<file path="config.mk">
export PLATFORM = sky130hd
export DESIGN_NAME = jtag_tap_sync_controller
export DESIGN_NICKNAME = d
export VERILOG_FILES = /design/src/rtl/jtag_tap_sync_controller.sv
export SDC_FILE = /design/constraint.sdc
export NUM_CORES = 1
export LEC_CHECK = 0
export ABC_CLOCK_PERIOD_IN_PS = 6940
export CAP_MARGIN = 20
export CORE_MARGIN = 5
export CORE_UTILIZATION = 45
export DETAILED_ROUTE_END_ITERATION = 8
export PLACE_DENSITY_LB_ADDON = 0.15
export REMOVE_ABC_BUFFERS = 1
export SLEW_MARGIN = 0
export SYNTH_ARGS = -nofsm -noshare
export SYNTH_HDL_FRONTEND = slang
export SYNTH_SLANG_ARGS = --single-unit
</file>
<file path="constraint.sdc">
create_clock -name clock -period 6.94 [get_ports clock]
set_input_delay 0.694 -clock clock [delete_from_list [all_inputs] [get_ports clock]]
set_output_delay 0.694 -clock clock [all_outputs]
set_load 0.01 [all_outputs]
</file>
<file path="src/rtl/jtag_tap_sync_controller.sv">
// IEEE 1149.1 TAP controller clocked by the system clock. TCK/TMS/TDI arrive already
// synchronized; TCK edges are found by oversampling, and IR plus BYPASS/IDCODE/USER DRs are shifted.
module jtag_tap_sync_controller #(
  parameter int          IR_WIDTH = 4,
  parameter int          DR_WIDTH = 32,
  parameter logic [31:0] IDCODE   = 32'h4A61_8001
) (
  input  logic                clock,
  input  logic                reset,
  input  logic                tckSync,
  input  logic                tmsSync,
  input  logic                tdiSync,
  output logic                tdo,
  output logic                tdoEnable,
  output logic [3:0]          tapState,
  output logic [IR_WIDTH-1:0] irValue,
  input  logic [DR_WIDTH-1:0] userCaptureIn,
  output logic [DR_WIDTH-1:0] userDrOut,
  output logic                userUpdate
);

  typedef enum logic [3:0] {
    TLR   = 4'hF, RTI   = 4'hC,
    SELDR = 4'h7, CAPDR = 4'h6, SHDR  = 4'h2, EX1DR = 4'h1,
    PSDR  = 4'h3, EX2DR = 4'h0, UPDR  = 4'h5,
    SELIR = 4'h4, CAPIR = 4'hE, SHIR  = 4'hA, EX1IR = 4'h9,
    PSIR  = 4'hB, EX2IR = 4'h8, UPIR  = 4'hD
  } tap_state_t;

  localparam logic [IR_WIDTH-1:0] IR_IDCODE = IR_WIDTH'(1);
  localparam logic [IR_WIDTH-1:0] IR_USER   = IR_WIDTH'(2);

  tap_state_t          state;
  tap_state_t          state_next;
  logic                tckPrev;
  logic                rise;
  logic                fall;
  logic [IR_WIDTH-1:0] irShift;
  logic [DR_WIDTH-1:0] drShift;
  logic [DR_WIDTH-1:0] dr_shifted;
  logic                bypassReg;
  logic                sel_idcode;
  logic                sel_user;

  assign rise       = tckSync & ~tckPrev;
  assign fall       = ~tckSync & tckPrev;
  assign sel_idcode = (irValue == IR_IDCODE);
  assign sel_user   = (irValue == IR_USER);
  assign tapState   = state;

  always_ff @(posedge clock or posedge reset) begin
    if (reset) begin
      state <= TLR;
    end else if (rise) begin
      state <= state_next;
    end
  end

  always_comb begin
    state_next = state;
    case (state)
      TLR:     state_next = tmsSync ? TLR   : RTI;
      RTI:     state_next = tmsSync ? SELDR : RTI;
      SELDR:   state_next = tmsSync ? SELIR : CAPDR;
      CAPDR:   state_next = tmsSync ? EX1DR : SHDR;
      SHDR:    state_next = tmsSync ? EX1DR : SHDR;
      EX1DR:   state_next = tmsSync ? UPDR  : PSDR;
      PSDR:    state_next = tmsSync ? EX2DR : PSDR;
      EX2DR:   state_next = tmsSync ? UPDR  : SHDR;
      UPDR:    state_next = tmsSync ? SELDR : RTI;
      SELIR:   state_next = tmsSync ? TLR   : CAPIR;
      CAPIR:   state_next = tmsSync ? EX1IR : SHIR;
      SHIR:    state_next = tmsSync ? EX1IR : SHIR;
      EX1IR:   state_next = tmsSync ? UPIR  : PSIR;
      PSIR:    state_next = tmsSync ? EX2IR : PSIR;
      EX2IR:   state_next = tmsSync ? UPIR  : SHIR;
      UPIR:    state_next = tmsSync ? SELDR : RTI;
      default: state_next = TLR;
    endcase
  end

  // IDCODE is a 32-bit chain inside the wider register, so TDI enters at bit 31 for it.
  always_comb begin
    dr_shifted = drShift >> 1;
    if (sel_idcode) begin
      dr_shifted[31] = tdiSync;
    end else begin
      dr_shifted[DR_WIDTH-1] = tdiSync;
    end
  end

  always_ff @(posedge clock or posedge reset) begin
    if (reset) begin
      tckPrev    <= 1'b0;
      irValue    <= IR_IDCODE;
      irShift    <= '0;
      drShift    <= '0;
      bypassReg  <= 1'b0;
      tdo        <= 1'b0;
      tdoEnable  <= 1'b0;
      userDrOut  <= '0;
      userUpdate <= 1'b0;
    end else begin
      tckPrev    <= tckSync;
      userUpdate <= 1'b0;
      if (rise) begin
        case (state)
          TLR:   irValue <= IR_IDCODE;
          CAPIR: irShift <= IR_WIDTH'(1);
          SHIR:  irShift <= {tdiSync, irShift[IR_WIDTH-1:1]};
          CAPDR: begin
            if (sel_idcode)    drShift   <= DR_WIDTH'(IDCODE);
            else if (sel_user) drShift   <= userCaptureIn;
            else               bypassReg <= 1'b0;
          end
          SHDR: begin
            if (sel_idcode || sel_user) drShift   <= dr_shifted;
            else                        bypassReg <= tdiSync;
          end
          default: ;
        endcase
      end
      // Output and update actions happen on TCK fall, using the state entered at the rise.
      if (fall) begin
        tdoEnable <= (state == SHIR) || (state == SHDR);
        case (state)
          SHIR:    tdo <= irShift[0];
          SHDR:    tdo <= (sel_idcode || sel_user) ? drShift[0] : bypassReg;
          default: tdo <= 1'b0;
        endcase
        if (state == UPIR) begin
          irValue <= irShift;
        end
        if ((state == UPDR) && sel_user) begin
          userDrOut  <= drShift;
          userUpdate <= 1'b1;
        end
      end
    end
  end

endmodule

</file>
After elaboration in Yosys (flattened, before gate mapping)
Cells that the tools add are included.

Logic and storage cells: 79. Output and inout bits: 43. Memories kept: 0. Latch bits: 0. Bits in read-only memories: 0. Flip-flop bits (word level): 81. Memory bits (writable): 0.

Bitwise logic cells: 4. Eq/ne operators: 22. Multipliers: 0. Shifts and indexed selects: 0. $lt $le $gt $ge: 0. Div/mod/pow operators: 0. Reduce and logical (&&, ||, !) cells: 13. Multiplexer cells: 30. Add/subtract/negate cells: 0.

Operators by type and width (count): two-way mux 32 bit (3); one-hot mux 32 bit (2 select lines) (1); one-hot mux 4 bit (12 select lines) (1); equality test 4 bit, second input constant (8); two-way mux 4 bit (5); equality test 4 x 3 -> 1 bit, second input constant (4); equality test 4 x 2 -> 1 bit, second input constant (3); two-way mux 2 bit (6); two-way mux 3 bit (4); equality test 4 x 1 -> 1 bit, second input constant (2); inequality test 2 bit, second input constant (4); one-hot mux 4 bit (2 select lines) (1); two-way mux 1 bit (7); AND reduction 5 bit (1); zero test 4 bit (1); one-hot mux 1 bit (2 select lines) (2); AND reduction 2 bit (2); AND reduction 4 bit (1); nonzero test 2 bit (2); OR reduction 2 bit (2); inequality test 3 bit, second input constant (1); OR reduction 3 bit (1); AND 1 bit (2); logical OR 1 bit (2); 2 further kinds (3).

Depth between registers and ports, before layout
Word-level depth: 5. Depth in mapped cells: 6. Depth with buffers taken out: 3.

Worst setup path after synthesis
No wires, ideal clock.

Kind: input to register. Start point: in tckSync. End point: reg userDrOut[0]. Setup time: 0.125 ns. Data arrival time: 1.820 ns. Slack: 4.995 ns. Data required time: 6.815 ns. Stages: 5. Cell sequence: clkbuf_1 and4bb_2 nand4_2 buf_6 mux2_4.

Word-level cells in the longest chain between the ends: 3.

Ends and longest elaborated chain: start, declared (line 10) `input logic tckSync,`; inverter 1 bit (line 46) `assign fall = ~tckSync & tckPrev;`; AND 1 bit (line 46); AND reduction 2 bit (no line); end signal, assigned (line 135) `userDrOut <= drShift;`; end, declared (line 18) `output logic [DR_WIDTH-1:0] userDrOut,`.

Every way passes these cells. A chain may end at the register's enable or synchronous reset.

Worst setup path after layout
Start point: in tckSync. End point: reg drShift[25].

Word-level cells in the longest chain between the ends: 2.

Ends and longest elaborated chain: AND 1 bit (line 45) `assign rise = tckSync & ~tckPrev;`; AND reduction 4 bit (no line); end signal, assigned (line 112) `if (sel_idcode) drShift <= DR_WIDTH'(IDCODE);`; end signal, assigned (line 113) `else if (sel_user) drShift <= userCaptureIn;`; end signal, assigned (line 117) `if (sel_idcode || sel_user) drShift <= dr_shifted;`; end, declared (line 39) `logic [DR_WIDTH-1:0] drShift;`.

Every way passes these cells.

==> results.md <==
* Count leader, synth: dfrtp_1
* Minimum clock period at 2.77 ns
* DIE HEIGHT at 104 um
* Synth unique cells at 45
* Synth Instances at 349
* First-pass GRT wire length at 16.6 mm
* Worst path top cell family by delay: simple AND/OR/NAND/NOR gates
* Worst Skew at 0.0107 ns
* Diodes inserted at 0
* Crit Path Category: in2reg
* Row count at 34
* Clock Path Buffers at 2
* WP depth at 4
* WHS at 0.482 ns
* GRT overflow at 0
* Reg clk slew, reported paths at 0.08 ns
* Cell Area, Synth at 3960 um^2
* 1st-iter DRT viols at 199
* I/O pin cnt at 80
* Synth cell count leaders: 76 x dfrtp_1, 28 x a31oi_1, 26 x mux2_2, 26 x nand2_1
* Crit-path max cell delay at 0.92 ns
* GRT Total Usage at 18.5%
* H-tree depth at 3
* Slowest CP cell: and3b_1
* Flop2flop setup slack at 4.51 ns
* Worst-path cell chain: clkdlybuf4s50_1, and3b_1, nand4_2, o31ai_1
* Finished layout cell area at 5010 um^2
* Max Freq at 0.361 GHz
* Layout cell share with drive strength beyond 1 at 18.4%
* Worst Setup Start Kind: input port
* Syn_area_per_cell at 11.4 um^2
* Status: completed
* Final core utilization at 58.0%
* Placed instance area at 4750 um^2
* Final hold vios at 0
* Final ANT Viol Nets at 0
* Post-CTS Resized at 0
* Drt total wl at 9.92 mm
* Cell taking the most area after synthesis: dfrtp_1
* Initial antenna violation count at 0
* # hold bufs at CTS at 0
* Power per cell area at 338 nW/um^2
* Final period util at 39.9%
* Hold WC Path Type: reg2reg
* Fin nets at 451
* Synth top area cells: dfrtp_1 48%, mux2_2 7.4%, a41oi_1 5.3%
* Lkg Pwr at 2.08 nW
* Slew headroom at 28.2%
* Reg-to-reg critical path endpoint: drShift[25]$_DFFE_PP0P_
* Peak supply drop at 0.167 mV
* CTS tree: yes
* Hpwl dp at 6.23 mm
* Clock Sinks at 81
* Setup_tns at 0 ns
* Proportion of netlist area held by the largest area contributor at 48.0%
* Unrepaired setup endpoints after global routing: false
* Worst-path maximum fanout at 26
* Commonest register cell after synthesis: dfrtp_1
* # DRC at 0
* Worst endpoint data arrival time at 3.01 ns
* Area of the die at 10800 um^2
* Die width at 104 um
* Port buffer count at 79
* Register area share after synthesis at 51.3%
* Initial Util at 45.9%
* Total core area at 8640 um^2
* EDFF count, synth at 0
* Worst hold start: tdo$_DFFE_PP0P_
* Max cap viols at 0
* Placed Instances at 509
* Worst skew pair latency at 0.35 ns
* Layout Area Growth over Synthesis at 26.5%
* Critical path buffer and inverter count at 1
* Worst-Margin Slew at 1.08 ns
* Routed via count at 3097
* Max-slew violation count at 0
* Warnings from Yosys at 0
* DRT Pass-1 Iters at 4
* CP endpoint: drShift[25]$_DFFE_PP0P_
* Async set-reset flop share out of synthesis at 100%
* Critical Path Sink Type: flop
* Root Driver: clkbuf_8
* GP Congestion at 0.785
* Vias in the first global route at 3165
* Crit. Startpoint: tckSync
* Number of buffers created by CTS at 9
* Final count of negative-setup-slack endpoints at 0
* Reg2reg start: tapState[1]$_DFFE_PP1P_
* Largest net degree at the start of global routing at 82
* Data required time of the critical path at 7.18 ns
* Via density at 5.88
* Post-CTS setup buffer count at 0
* Register bit count reported by yosys at 81
* Reg2reg path depth at 3
* Finished Layout Cells at 527
* Post-DR wirelength/cell at 18.8 um
per-stage QoR:
step	total power [mW]	setup slack, ns
floorplan	1.10	4.17
detailed placement	1.33	3.91
CTS	1.70	4.26
global placement	1.31	3.98
global route	1.81	4.04
finish	1.69	4.17
state kept, by name, indices dropped and copies added (netlist names):
signal	count
userDrOut	32
userUpdate	1
tdo	1
drShift	32
tapState	4
tckPrev	1
bypassReg	1
irShift	4
irValue	4
tdoEnable	1
logic make-up after synthesis:
logic type      Yosys count  synth area share [%]
flops                    81                  51.3
buf+inv                  38                  5.12
xor+xnor                  2                 0.632
compound gates           84                  15.8
simple gates            106                  15.4
mux                      38                  11.7
worst min-delay path by stage:
stage / endpoint / depth (start not counted)
global route: tdo$_DFFE_PP0P_ / 2
global placement: tdo$_DFFE_PP0P_ / 2
CTS: tdo$_DFFE_PP0P_ / 2
finish: tdo$_DFFE_PP0P_ / 2
floorplan: irValue[2]$_DFF_PP0_ / 1
detailed placement: tdo$_DFFE_PP0P_ / 2
cells in the final DEF, fill, tap and decap left out, drive strengths merged, types with 3 or more instances in the layout:
cell type / synthesis / layout
clkdlybuf4s50: 0 / 79
nor2b: 5 / 5
dfrtp: 76 / 76
clkbuf: 18 / 12
nor4b: 3 / 3
o21ai: 4 / 4
a31oi: 28 / 28
nand2: 26 / 26
mux2: 36 / 36
dfstp: 5 / 5
a22o: 3 / 3
nand3: 24 / 24
nand4: 3 / 3
nand2b: 3 / 3
o31ai: 9 / 9
nor3: 8 / 8
inv: 5 / 4
buf: 15 / 8
a41oi: 24 / 24
and3: 4 / 4
nor2: 14 / 14
nor3b: 5 / 5
o41ai: 8 / 8
worst min-delay path, stage by stage, from the launching register on:
cell	delay [ns]
dfrtp_1	0.35
nand2_1	0.05
o31ai_1	0.05
report_power, final:
group | leakage, nW | total (mW) | internal [mW] | switching [mW]
Sequential | 1.04 | 0.764 | 0.608 | 0.157
Combinational | 0.933 | 0.564 | 0.242 | 0.322
Clock | 0.105 | 0.366 | 0.195 | 0.171
Total | 2.08 | 1.69 | 1.04 | 0.650
cell type report:
type	count	area, um^2
fill	771	3620
sequential	81	2030
multi-input combinational	230	1730
timing repair buffer	87	878
clock buffer	12	165
tap	108	135
clock inverter	4	50.0
inverter	5	20.0
metal layers:
layer,part of all wire [%],GRT usage [%]
met5,0,0
met3,6.2,5.53
met4,0.84,4.26
met1,46,26.6
met2,47,27.7
(Power assumes the default switching activity.)
